<file path="config.mk">
export PLATFORM = sky130hd
export DESIGN_NAME = pc_fetch_unit
export DESIGN_NICKNAME = d
export VERILOG_FILES = /design/src/rtl/cpu_fetch_pkg.sv /design/src/rtl/pc_fetch_unit_next_pc_calc.sv /design/src/rtl/pc_fetch_unit.sv
export SDC_FILE = /design/constraint.sdc
export NUM_CORES = 1
export LEC_CHECK = 0
export CAP_MARGIN = 20
export CORE_MARGIN = 2
export CORE_UTILIZATION = 44
export CTS_CLUSTER_SIZE = 14
export DETAILED_ROUTE_END_ITERATION = 8
export PLACE_DENSITY = 0.84
export SYNTH_ARGS = -nofsm -noshare
export SYNTH_HDL_FRONTEND = slang
export SYNTH_SLANG_ARGS = --single-unit
</file>
<file path="constraint.sdc">
create_clock -name clk -period 4.3 [get_ports clk]
set_clock_uncertainty 0.1 [all_clocks]
set_input_delay 1.29 -clock clk [delete_from_list [all_inputs] [get_ports clk]]
set_output_delay 1.29 -clock clk [all_outputs]
set_load 0.05 [all_outputs]
</file>
<file path="src/rtl/cpu_fetch_pkg.sv">
// Shared encodings and constants for the fetch stage: next-PC selects,
// fetch FSM states, the NOP word and the default halt opcode.
package cpu_fetch_pkg;

  typedef enum logic [1:0] {
    PCSRC_SEQ    = 2'b00,
    PCSRC_BRANCH = 2'b01,
    PCSRC_JUMP   = 2'b10,
    PCSRC_JR     = 2'b11
  } pc_src_e;

  typedef enum logic [1:0] {
    ST_BOOT = 2'd0,
    ST_RUN  = 2'd1,
    ST_HALT = 2'd2
  } fetch_state_e;

  localparam logic [31:0] NOP_INSTR           = 32'h0000_0000;
  localparam logic [5:0]  DEFAULT_HALT_OPCODE = 6'b111111;

endpackage

</file>
<file path="src/rtl/pc_fetch_unit_next_pc_calc.sv">
// Combinational next-PC selection: sequential, branch, J-type jump and
// register jump. All arithmetic wraps modulo 2^32.
module next_pc_calc
  import cpu_fetch_pkg::*;
(
  input  logic [31:0] pc,
  input  logic [1:0]  pc_src,
  input  logic        branch_taken,
  input  logic [31:0] imm_ext,
  input  logic [25:0] jump_target,
  input  logic [31:0] reg_target,
  output logic [31:0] next_pc,
  output logic [31:0] pc_plus4
);

  logic [31:0] branch_target;

  always_comb begin
    pc_plus4      = pc + 32'd4;
    // imm_ext counts words, so scale to bytes before adding
    branch_target = pc_plus4 + (imm_ext << 2);
    next_pc       = pc_plus4;
    case (pc_src)
      PCSRC_SEQ:    next_pc = pc_plus4;
      PCSRC_BRANCH: next_pc = branch_taken ? branch_target : pc_plus4;
      PCSRC_JUMP:   next_pc = {pc_plus4[31:28], jump_target, 2'b00};
      PCSRC_JR:     next_pc = reg_target;
      default:      next_pc = pc_plus4;
    endcase
  end

endmodule

</file>
<file path="src/rtl/pc_fetch_unit.sv">
// PC register and fetch-control FSM (BOOT -> RUN -> HALT) in front of an
// asynchronous instruction ROM. Define PC_INSTR_COUNT_EN to add retired_count.
module pc_fetch_unit
  import cpu_fetch_pkg::*;
#(
  parameter logic [31:0] RESET_PC    = 32'h0000_0000,
  parameter int unsigned MEM_BYTES   = 100,
  parameter logic [5:0]  HALT_OPCODE = DEFAULT_HALT_OPCODE
) (
  input  logic        clk,
  input  logic        reset,
  input  logic        stall,
  input  logic [1:0]  pc_src,
  input  logic        branch_taken,
  input  logic [31:0] imm_ext,
  input  logic [25:0] jump_target,
  input  logic [31:0] reg_target,
  input  logic        halt_req,
  input  logic [31:0] instr_in,
  output logic [31:0] pc,
  output logic        rom_rd,
  output logic [31:0] pc_plus4,
  output logic [31:0] instr_out,
  output logic        fetch_valid,
  output logic        halted,
`ifdef PC_INSTR_COUNT_EN
  output logic [31:0] retired_count,
`endif
  output logic        err
);

  fetch_state_e state_q, state_d;
  logic [31:0]  pc_q, pc_d;
  logic         err_q, err_d;
  logic [31:0]  next_pc;
  logic [32:0]  last_byte;
  logic         pc_legal;
  logic         halt_cond;
  logic         advance;

  next_pc_calc u_next_pc_calc (
    .pc           (pc_q),
    .pc_src       (pc_src),
    .branch_taken (branch_taken),
    .imm_ext      (imm_ext),
    .jump_target  (jump_target),
    .reg_target   (reg_target),
    .next_pc      (next_pc),
    .pc_plus4     (pc_plus4)
  );

  // 33-bit sum so the range test cannot be fooled by wrap-around
  assign last_byte = {1'b0, pc_q} + 33'd3;
  assign pc_legal  = (pc_q[1:0] == 2'b00) && (last_byte < 33'(MEM_BYTES));

  always_comb begin
    state_d     = state_q;
    pc_d        = pc_q;
    err_d       = err_q;
    rom_rd      = 1'b1;
    fetch_valid = 1'b0;
    halted      = 1'b0;
    halt_cond   = 1'b0;
    advance     = 1'b0;
    case (state_q)
      ST_BOOT: state_d = ST_RUN;
      ST_RUN: begin
        rom_rd      = 1'b0;
        fetch_valid = pc_legal;
        halt_cond   = halt_req || (pc_legal && (instr_in[31:26] == HALT_OPCODE));
        if (!pc_legal) begin
          err_d   = 1'b1;
          state_d = ST_HALT;
        end else if (halt_cond) begin
          state_d = ST_HALT;
        end else if (!stall) begin
          pc_d    = next_pc;
          advance = 1'b1;
        end
      end
      ST_HALT: halted = 1'b1;
      default: state_d = ST_BOOT;
    endcase
  end

  assign instr_out = fetch_valid ? instr_in : NOP_INSTR;
  assign pc        = pc_q;
  assign err       = err_q;

  always_ff @(posedge clk) begin
    if (reset) begin
      state_q <= ST_BOOT;
      pc_q    <= RESET_PC;
      err_q   <= 1'b0;
    end else begin
      state_q <= state_d;
      pc_q    <= pc_d;
      err_q   <= err_d;
    end
  end

`ifdef PC_INSTR_COUNT_EN
  logic [31:0] retired_q, retired_d;

  always_comb begin
    retired_d = retired_q;
    if (advance) retired_d = retired_q + 32'd1;
  end

  always_ff @(posedge clk) begin
    if (reset) retired_q <= 32'd0;
    else       retired_q <= retired_d;
  end

  assign retired_count = retired_q;
`endif

endmodule
</file>
==> results.txt, run 1 <==
----------------------------------------------------
[Timing]
  Worst hold margin ... 0.369 ns
  Worst Tran Pin Value ... 0.824 ns
  Worst relative slew slack ... 44.6%
  Final Max Tran Viols ... 0
  Final-report setup violation count ... 0
  Post-layout minimum cycle time ... 4.28 ns
  Summed negative setup slack over all endpoints ... 0 ns
  Maximum clock rate ... 234 MHz
  Slack of the critical path ... roughly 0.024 ns
  Final clock period utilization by the worst path ... 99.4%
  Number of failing hold endpoints at the final stage ... 0

[Routing]
  Vias ... 7198
  Routed length per instance ... 20.6 um
  DR DRC count ... 0
  Number of iterations in the first detailed-routing pass ... 6
  Total Wirelength ... 24000 um
  Via/cell ratio ... 6.18
  Initial detailed-routing violation count ... 777
  Remaining antenna violation count ... 0

[Power]
  Cell Pwr Density ... about 280 nW/um^2
  Total leakage power ... about 3.8 nW
  Largest voltage drop on the vdd net ... approximately 0.42 mV
  Post-layout power ... 2.51 mW

[Synth]
  Distinct cell type count after synthesis ... 75
  Netlist area before placement ... 5180 um^2
  Proportion of netlist area held by the largest area contributor ... 13.5%
  Area share of xor/xnor cells in the synthesized design ... 9.09%
  Fraction of registers with async set or reset after synthesis ... 0%
  Portion of the post-synthesis area used by sequential elements ... a little over an eighth
  Post-Synthesis Net Count ... 905
  Largest cells by area after synthesis ... dfxtp_1 14%, ha_1 7.3%, a21oi_1 7.0%
  Post-synthesis compound-gate area fraction ... between 20 and 30%
  Mapped Cells ... 745
  Dominant cell by count in the synthesized netlist ... nor2_1
  Main combinational cell family by area after synthesis ... simple AND/OR/NAND/NOR gates
  Library cell occupying the most area in the post-synthesis netlist ... dfxtp_1
  Adder-cell share of the synthesized area ... under 10%
  Most common library cells after synthesis ... 96 x nor2_1, 72 x a21oi_1, 66 x nand2_1
  Count of flip-flops with a built-in enable after synthesis ... 0
  Synthesized-area fraction occupied by and/or/nand/nor cells ... 32.3%
  Syn Area/Cell ... 6.95 um^2
  Yosys warning total ... 0
  Portion of netlist area occupied by mux cells ... 4.45%
  Post-synth top flop ... dfxtp_1
  Flip-flop and latch count after synthesis ... 35

[Outcome]
  Status ... finished, final reports clean

[Run]
  Max-capacitance violation count ... 0

[Floorplanning]
  Horizontal extent of the die ... 112 um
  Starting Density ... 45.1%
  Number of core rows ... 39
  Die Height ... between 100 and 150 um
  Top-level port count ... 229
  Core area ... 11500 um^2
  Die ar. ... 12600 um^2

[GRT]
  Largest net degree at the start of global routing ... 34
  GR Util All Layers ... 34.5%
  Grt ovf ... 0
  Busiest grt layer ... met2
  First-pass GRT wire length ... 34800 um
  Global-route track usage on met3 ... 6.05%
  Via count of the first global-routing pass ... 6433
  Met2 track demand over resource ... 57.3%
  Met1 Usage GRT ... 45.0%
  Number of antenna violations at the first check in global routing ... 0

[Worst setup path]
  Category of the most critical setup path ... flop to output port
  Worst path top cell family by delay ... simple AND/OR/NAND/NOR gates
  Critical path endpoint category ... output port
  Reg2Reg Setup Slack ... 0.24 ns
  Count of buffer and inverter cells on the critical path ... 4
  Data arrival, critical path ... roughly 2.9 ns
  Crit-path max cell delay ... approximately 0.39 ns
  CP Data Required Time ... between 2 and 3 ns
  Cell-by-cell trace of the critical path ... nand4_1, nor4_4, buf_4, nand3_1, xor2_2, nand4b_1, nor4_4, buf_4, clkbuf_16, and2_2, buf_12
  Slowest cell on crit path ... dfxtp_4
  Startpoint class of the critical path ... flop
  Maximum fanout encountered on the critical timing path ... 16

[Finish]
  Final net count ... 1181
  Area growth from synthesis to final layout ... 73.3%
  Fraction of layout cells with a size suffix above 1 ... 24.6%
  Cell area after layout ... between 8000 and 9000 um^2
  Number of diodes ... 0
  Core Util, Final ... between 70% and 80%
  Layout Cells excl Fill ... 1165

[Clocking]
  Clock tree from TritonCTS ... done
  Hold-fix buffer count after cts ... 0
  Buffer cell driving the clock tree root ... clkbuf_16
  Maximum count of clock buffers along a single path ... 2
  Clock insertion delay at the later pin of the skew report ... 0.29 ns
  Clock buffer count from CTS ... 5
  CTS Sinks ... 35
  H-tree levels ... 2
  Clock transition at the registers of the reported paths ... roughly 0.060 ns

[Place]
  Last weighted congestion value of the routability-driven placer ... 1.00
  Quantity of I/O buffers inserted on ports ... around 230
  Post-detail-place hpwl ... 17700 um
  Number of cells in the design after placement ... 1129
  Worst setup slack after placement ... -0.137 ns
  Total placed instance area ... 8430 um^2

[Worst hold path]
  Tightest Hold Check Type ... flop to flop

----------------------------------------------------
cell usage in the layout (no fill, tap or decap), types with 12 or more instances in the layout:
cell type	count
buf_4	99
inv_1	21
xnor2_2	12
nor3_1	16
xnor2_1	17
o211ai_1	13
dfxtp_4	16
a21o_1	15
clkdlybuf4s50_1	180
mux2i_1	14
nor2_1	96
o21ai_0	40
nand4_1	12
nand3_1	20
buf_12	36
xor2_1	14
dfxtp_1	15
a21oi_1	71
ha_1	29
and2_2	29
nand2_1	66
report_power, final:
part | internal [mW] | leakage (nW) | total (mW) | switching (mW)
registers | 0.346 | 0.298 | 0.388 | 0.0417
clock network | 0.289 | 0.0868 | 0.441 | 0.152
logic | 0.764 | 3.42 | 1.68 | 0.920
total | 1.40 | 3.80 | 2.51 | 1.11
final cells by class:
| type | count | area (um^2) |
|---|---|---|
| inverters | 23 | 86.3 |
| clock buffers | 6 | 139 |
| repair buffers | 316 | 3290 |
| flip-flops and latches | 35 | 766 |
| fillers | 754 | 2490 |
| multi-input cells | 640 | 4480 |
| clock inverters | 2 | 35.0 |
| well taps | 143 | 179 |
worst min-delay path, stage by stage, from the launching register on:
cell and delay (ns):
dfxtp_1 0.32, nor2_1 0.04, nor2_1 0.07
logic make-up (layout without fill, tap and decap cells):
family | after synthesis | after routing
compound gates | 218 | 218
simple gates | 320 | 320
flops | 35 | 35
fa+ha+maj | 31 | 31
xor+xnor | 52 | 52
mux | 19 | 19
buf+inv | 70 | 347
final timing paths:
path | end | cells past startpoint | from
setup / recovery | instr_out[2] | 11 | pc[15]
hold / removal | err | 2 | err
hold reg to reg | err | 2 | err
setup reg to reg | pc[28] | 17 | pc[3]
sequential cells by signal, indices dropped and copies added (netlist names):
| signal | cells |
|---|---|
| pc | 32 |
| state_q | 2 |
| err | 1 |
routing by layer:
layer / vias up / share of wire, %
met5: - / 0
met2: 552 / 46
li1: 3267 / -
met4: 0 / 4.8
met3: 116 / 11
met1: 3263 / 38
what timing repair did:
item,CTS,global route
setup endpoints to repair,32,38
buffers inserted,2,25
gates cloned,0,1
pin swaps,3,12
resized for setup,3,30
Note: power is estimated with default switching activity, not from simulation.
==> inputs of run 2 (changes only) <==
--- a/config.mk
+++ b/config.mk
@@ -7,10 +7,11 @@
 export LEC_CHECK = 0
 export CAP_MARGIN = 20
 export CORE_MARGIN = 2
-export CORE_UTILIZATION = 44
+export CORE_UTILIZATION = 26
 export CTS_CLUSTER_SIZE = 14
 export DETAILED_ROUTE_END_ITERATION = 8
-export PLACE_DENSITY = 0.84
+export GPL_TIMING_DRIVEN = 0
 export SYNTH_ARGS = -nofsm -noshare
 export SYNTH_HDL_FRONTEND = slang
+export SYNTH_HIERARCHICAL = 1
 export SYNTH_SLANG_ARGS = --single-unit
==> run 2 against run 1 <==
  * First-iteration DRC count fell by 29%
  * Maximum frequency fell by 1.6%
  * Worst setup slack got worse by 0.071 ns
  * Critical path type is now input port to flop
  * Largest cell class unchanged
  * The flow now finishes with violations (negative setup slack)
  * Via count fell by 9.9%
  * Cell area fell by 0.28%
  * Utilization fell by 32 points
  * Highest routed layer unchanged
  * Hold slack improved by 0.015 ns
==> results.txt, run 2 <==
----------------------------------------------------
[GRT]
  Via count of the first global-routing pass ... 6114 (-5.0%)
  Largest net degree at the start of global routing ... 12 (-65%)
  Number of antenna violations at the first check in global routing ... 0 (unchanged)
  Grt ovf ... 0 (unchanged)
  GR Util All Layers ... 21.6% (-13 points)
  First-pass GRT wire length ... 34800 um (about the same)

[Synth]
  Netlist area before placement ... 5140 um^2 (-0.68%)
  Library cell occupying the most area in the post-synthesis netlist ... dfxtp_1
  Fraction of registers with async set or reset after synthesis ... 0% (unchanged)
  Most common library cells after synthesis ... 91 x nand2_1, 49 x nor2_1, 37 x and2_1
  Proportion of netlist area held by the largest area contributor ... 13.6% (+0.092 points)
  Yosys warning total ... 6 (+6)
  Portion of the post-synthesis area used by sequential elements ... 13.6% (+0.092 points)
  Largest cells by area after synthesis ... dfxtp_1 14%, ha_1 8.3%, nand2_1 6.6%
  Flip-flop and latch count after synthesis ... 35 (unchanged)
  Post-Synthesis Net Count ... 849 (-6.2%)
  Post-synth top flop ... dfxtp_1
  Dominant cell by count in the synthesized netlist ... nand2_1
  Syn Area/Cell ... 7.51 um^2 (+8.0%)
  Mapped Cells ... 685 (-8.1%)
  Count of flip-flops with a built-in enable after synthesis ... 0 (unchanged)
  Distinct cell type count after synthesis ... 76 (+1.3%)

[Finish]
  Area growth from synthesis to final layout ... 74.0%
  Layout fillers ... 1972 (+160%)
  Number of diodes ... 0 (unchanged)
  Area of the multi-input gates ... 4880 um^2 (+8.9%)
  Sequential cell area ... 753 um^2 (-1.6%)
  Final net count ... 1131 (-4.2%)
  Commonest non-fill, non-tap cell in the layout ... clkdlybuf4s50_1
  Core Util, Final ... 46.0% (-32 points)
  Flip-flop count of the largest register, all copies and words added ... 32 (unchanged)
  Layout Cells excl Fill ... 1233 (+5.8%)
  Highest-count cells in the layout ignoring fill and taps ... 179 x clkdlybuf4s50_1, 88 x nand2_1, 55 x buf_4, 44 x nor2_1, 31 x a21oi_1
  Fraction of layout cells with a size suffix above 1 ... 25.7% (+1.2 points)

[Floorplanning]
  Top-level port count ... 229 (unchanged)
  Number of core rows ... 51 (+31%)
  Die Height ... 145 um (+29%)
  Horizontal extent of the die ... 145 um (+29%)
  Core area ... 19500 um^2 (+70%)
  Starting Density ... 26.4% (-19 points)
  Die ar. ... 20900 um^2 (+65%)

[Place]
  Last weighted congestion value of the routability-driven placer ... 0.912 (-9.1%)
  Post-detail-place hpwl ... 19000 um (+7.2%)
  Quantity of I/O buffers inserted on ports ... 226 (unchanged)
  Number of cells in the design after placement ... 1176 (+4.2%)

[Clocking]
  CTS Sinks ... 35 (unchanged)
  Clock transition at the registers of the reported paths ... 0.06 ns (about the same)
  Clock buffer count from CTS ... 5 (unchanged)
  Buffer cell driving the clock tree root ... clkbuf_16
  H-tree levels ... 2 (unchanged)
  Clock insertion delay at the later pin of the skew report ... 0.28 ns (about the same)
  Maximum count of clock buffers along a single path ... 2 (unchanged)
  Clock tree from TritonCTS ... done

[Routing]
  Initial detailed-routing violation count ... 549 (-29%)
  Remaining antenna violation count ... 0 (unchanged)
  Via/cell ratio ... 5.26 (-15%)
  Number of iterations in the first detailed-routing pass ... 5 (-1)
  Vias ... 6485 (-9.9%)
  DR DRC count ... 0 (unchanged)
  Total Wirelength ... 24100 um (+0.57%)
  Routed length per instance ... 19.5 um (-5.0%)

[Timing]
  Final-report setup violation count ... 1 (+1)
  Post-layout minimum cycle time ... 4.35 ns (+0.0708 ns)
  Maximum clock rate ... 230 MHz (-1.6%)
  Worst Tran Pin Value ... 0.832 ns (+0.00845 ns)
  Final Max Tran Viols ... 0 (unchanged)
  Summed negative setup slack over all endpoints ... -0.0469 ns (-0.0469 ns)
  Worst relative slew slack ... 44.5% (-0.11 points)
  Final clock period utilization by the worst path ... 101% (+1.6 points)
  RSZ-0062 raised after global routing ... true
  Slack of the critical path ... -0.0469 ns (-0.0708 ns)
  Number of failing hold endpoints at the final stage ... 0 (unchanged)

[Power]
  Sequential power share ... 17.8% (+2.4 points)
  Clk pwr share ... 15.7% (-1.8 points)
  Net load switching power ... 1.07 mW (-4.1%)
  Internal ... 1.15 mW (-18%)
  Largest voltage drop on the vdd net ... 0.140 mV (-67%)
  Total leakage power ... 3.77 nW (-0.97%)
  Combinational cell fraction of total power ... 66.5% (-0.5 points)
  Share of total power consumed by net switching ... 48.1% (+3.8 points)
  Cell Pwr Density ... 248 nW/um^2 (-11%)

[Worst setup path]
  Depth of the worst register-to-register path ... 18 (+1)
  Reg2Reg Setup Slack ... 0.01 ns (-0.23 ns)
  Maximum fanout encountered on the critical timing path ... 8 (-8)
  Startpoint class of the critical path ... input port
  Critical path endpoint category ... flop
  CP Data Required Time ... 4.41 ns (+1.50 ns)
  Category of the most critical setup path ... input port to flop
  Data arrival, critical path ... 4.46 ns (+1.57 ns)

[Outcome]
  Violated checks ... negative setup slack
  Status ... finished with violations

[Worst hold path]
  Tightest Hold Check Type ... flop to flop
  Worst hold path cell count ... 1 (-1)

[Run]
  Max-capacitance violation count ... 0 (unchanged)

----------------------------------------------------
[run 2: changes by cell type after synthesis, moves of 8 or more]
cell,before,now
a211oi_1,9,0
a21oi_1,72,36
clkbuf_1,34,24
nand2_1,66,91
nand4_1,12,20
nor2_1,96,49
o21ai_0,41,27
o22ai_2,0,9
o2bb2ai_1,1,19
[run 2: worst max-delay path, cell delays in order]
cell and delay (ns):
clkdlybuf4s50_1 0.52, ha_4 0.22, buf_6 0.13, a21o_1 0.20
a311oi_2 0.25, o21ai_2 0.14, nor4_4 0.34, o21ai_2 0.09
and3_4 0.17, o2111a_1 0.26, o311a_1 0.34, a211oi_2 0.25
nand2_1 0.12, o2bb2ai_1 0.14
[run 2: cell families (layout without fill, tap and decap cells)]
logic type	Yosys count	in the layout	share of synthesized area, %
muxes	24	24	6.94
AOI/OAI and AO/OA	199	199	29.1
adders and majority gates	35	35	8.66
xor gates and xnor gates	50	50	8.52
and+or+nand+nor	282	282	28.0
DFF	35	35	13.6
buffers and inverters	60	343	5.16
[run 2: repair_timing]
| item | 4_1_cts | 5_1_grt |
|---|---|---|
| pin swaps | 19 | 39 |
| buffers inserted | 19 | 31 |
| endpoints found under the setup margin | 60 | 53 |
| hold buffers | 0 | 0 |
| gates resized for setup | 224 | 116 |
[run 2: power groups by stage]
stage | clock network, mW | registers, mW | logic [mW]
after floorplan | 0 | 0.452 | 0.823
after global placement | 0 | 0.404 | 1.37
after detailed placement | 0 | 0.404 | 1.37
after CTS | 0.354 | 0.396 | 1.35
after global routing | 0.363 | 0.398 | 1.55
final | 0.349 | 0.394 | 1.47
[run 2: layout make-up]
| type | count | area share (%) |
|---|---|---|
| timing repair buffer | 276 | 28.8 |
| tap | 265 | 3.71 |
| buffer | 32 | 1.94 |
| inverter | 27 | 1.13 |
| clock buffer | 7 | 1.48 |
| clock inverter | 1 | 0.0559 |
| sequential | 35 | 8.42 |
| multi-input combinational | 590 | 54.5 |
[run 2: final timing paths]
check,start,end
min reg2reg,err,err
min,err,err
max,imm_ext[12],pc[31]
max reg2reg,pc[3],pc[31]
[run 2: routing by layer]
layer  GRT usage (%)  wire length (um)  up-vias
met5               0                 0        -
met3            3.58              1850       30
met2            35.4             11200      278
met4            3.01               344        0
met1            30.4             10700     3069
li1                -                 -     3108
[run 2: through the flow]
| step | cell area (um^2) | setup slack [ns] | power (mW) | hold slack [ns] |
|---|---|---|---|---|
| global placement | 8020 | -0.809 | 1.77 | 0.357 |
| global route | 8950 | -0.188 | 2.31 | 0.398 |
| detailed placement | 8020 | -0.816 | 1.77 | 0.369 |
| finish | 8950 | -0.0469 | 2.22 | 0.384 |
| floorplan | 5430 | -0.0534 | 1.28 | 0.373 |
| CTS | 8320 | 0.000772 | 2.10 | 0.383 |
==> edit, RTL diff (settings of run 1) <==
The option `PC_INSTR_COUNT_EN` is turned on by a define.
--- a/src/rtl/pc_fetch_unit.sv
+++ b/src/rtl/pc_fetch_unit.sv
@@ -1,4 +1,6 @@
 // PC register and fetch-control FSM (BOOT -> RUN -> HALT) in front of an
 // asynchronous instruction ROM. Define PC_INSTR_COUNT_EN to add retired_count.
+`define PC_INSTR_COUNT_EN
+
 module pc_fetch_unit
   import cpu_fetch_pkg::*;
Check against the original RTL (old outputs only; new: retired_count): equivalent (Yosys induction, for registers that start in step).
==> edit against run 1 <==
The run now ends with negative setup slack left. Maximum frequency decreased by 4.8%. Sequential cell count increased by 32. Core utilization decreased by 3.5 points. Sequential power rose by 73%. Wire length up 18%. Design area up 27%. Total power grew 32%. Highest routed layer unchanged. Setup slack got worse by 0.22 ns. Combinational power increased by 14%. Clock power rose by 66%. Area after synthesis rose by 32%. Final cell count rose by 25%.
==> edit: results <==
export IMPL_status="finished, violations left"
export IMPL_violations="negative setup slack"
export IMPL_met3_usage_pct=5.364
export IMPL_hpwlAfterDp_um=21960
export IMPL_synth_cell_types=81
export IMPL_setup_ws_ns=-0.1925
export IMPL_clock_sinks=67
export IMPL_cpMaxStageDelayCell="or4_4"
export IMPL_wl_per_cell_um=19.39
export IMPL_fin_util_pct=74.72
export IMPL_grt_max_degree=44
export IMPL_critPathArrivalTime_ns=3.10
export IMPL_synth_compound_area_share_pct=26.16
export IMPL_wl_met1_um=10890
export IMPL_reg2reg_to="pc[31]"
export IMPL_p_leak_nw=4.617
export IMPL_clkCellAreaFrac_pct=2.610
export IMPL_ys_seq_area_share_pct=19.58
export IMPL_use_met2_pct=56.36
export IMPL_grt_util_met1_pct=39.87
export IMPL_vdd_drop_max_mv=0.2091
export IMPL_num_nonclk_inverters=49
export IMPL_cp_startpoint="pc[14]"
export IMPL_multi_input_area_share_pct=46.82
export IMPL_r2r_setup_slack_ns=0.21
export IMPL_dr_total_vias=8931
export IMPL_ys_top_cells_by_area="dfxtp_1, ha_1, nand2_1"
export IMPL_pg_seq_mw=0.671
export IMPL_dr_wl_met2_um=13650
export IMPL_grt_pass1_vias=8421
export IMPL_r2r_cells=19
export IMPL_synthMuxAreaShare_pct=5.681
export IMPL_placed_cell_area_um2=10830
export IMPL_worst_pin_slew_ns=0.8715
export IMPL_setup_viol=33
export IMPL_multi_input_cells=757
export IMPL_powerDensity_nw_per_um2=291.6
export IMPL_cts_max_level=3
export IMPL_drive_above_1_share_pct=24.10
export IMPL_synth_common_cells="nand2_1, nor2_1, dfxtp_1, a21oi_1"
export IMPL_regArea_um2=1396
export IMPL_cp_endpoint="instr_out[6]"
export IMPL_wl_met3_um=2586
export IMPL_io_buffers=258
export IMPL_fillers=1134
export IMPL_clock_latency_ns=0.34
export IMPL_final_nets=1430
export IMPL_synthXorXnorAreaFrac_pct=5.627
export IMPL_buffers_excl_clock=385
export IMPL_synth_adder_area_share_pct=5.955
export IMPL_gp_congestion=0.9798
export IMPL_grt_pass1_wl_um=42930
export IMPL_drt_iter0_markers=746
export IMPL_bufAreaShareNonClock_pct=34.59
export IMPL_gr_usage_all_layers_pct=32.61
==> edit: cell types whose count changed after synthesis, sizes merged, moves of 11 or more <==
cell    delta
dfxtp     +32
xor2      -13
inv       +28
mux2      +13
o311ai    +12
nand4     +15
nand2     +15
or3       +11
a21oi     -13
or2       +12
nor2      -20
o41ai     +14
==> edit: stage by stage <==
step	hold slack, ns	setup slack, ns	setup TNS (ns)	cells
4_1_cts	0.3454	-0.2806	-8.492	1460
6_report	0.3424	-0.1925	-5.705	1462
5_1_grt	0.3646	-0.3343	-9.650	1462
2_1_floorplan	0.3215	0.0004832	0	930
3_3_place_gp	0.3370	-0.4094	-13.11	1434
3_5_place_dp	0.3362	-0.5279	-16.96	1434
==> edit: repair_timing <==
item | in CTS | in global routing
pin swaps | 5 | 19
setup endpoints to repair | 34 | 42
buffers inserted | 8 | 3
gates resized for setup | 13 | 21
hold endpoints to repair | 0 | 0
cloned | 2 | 0
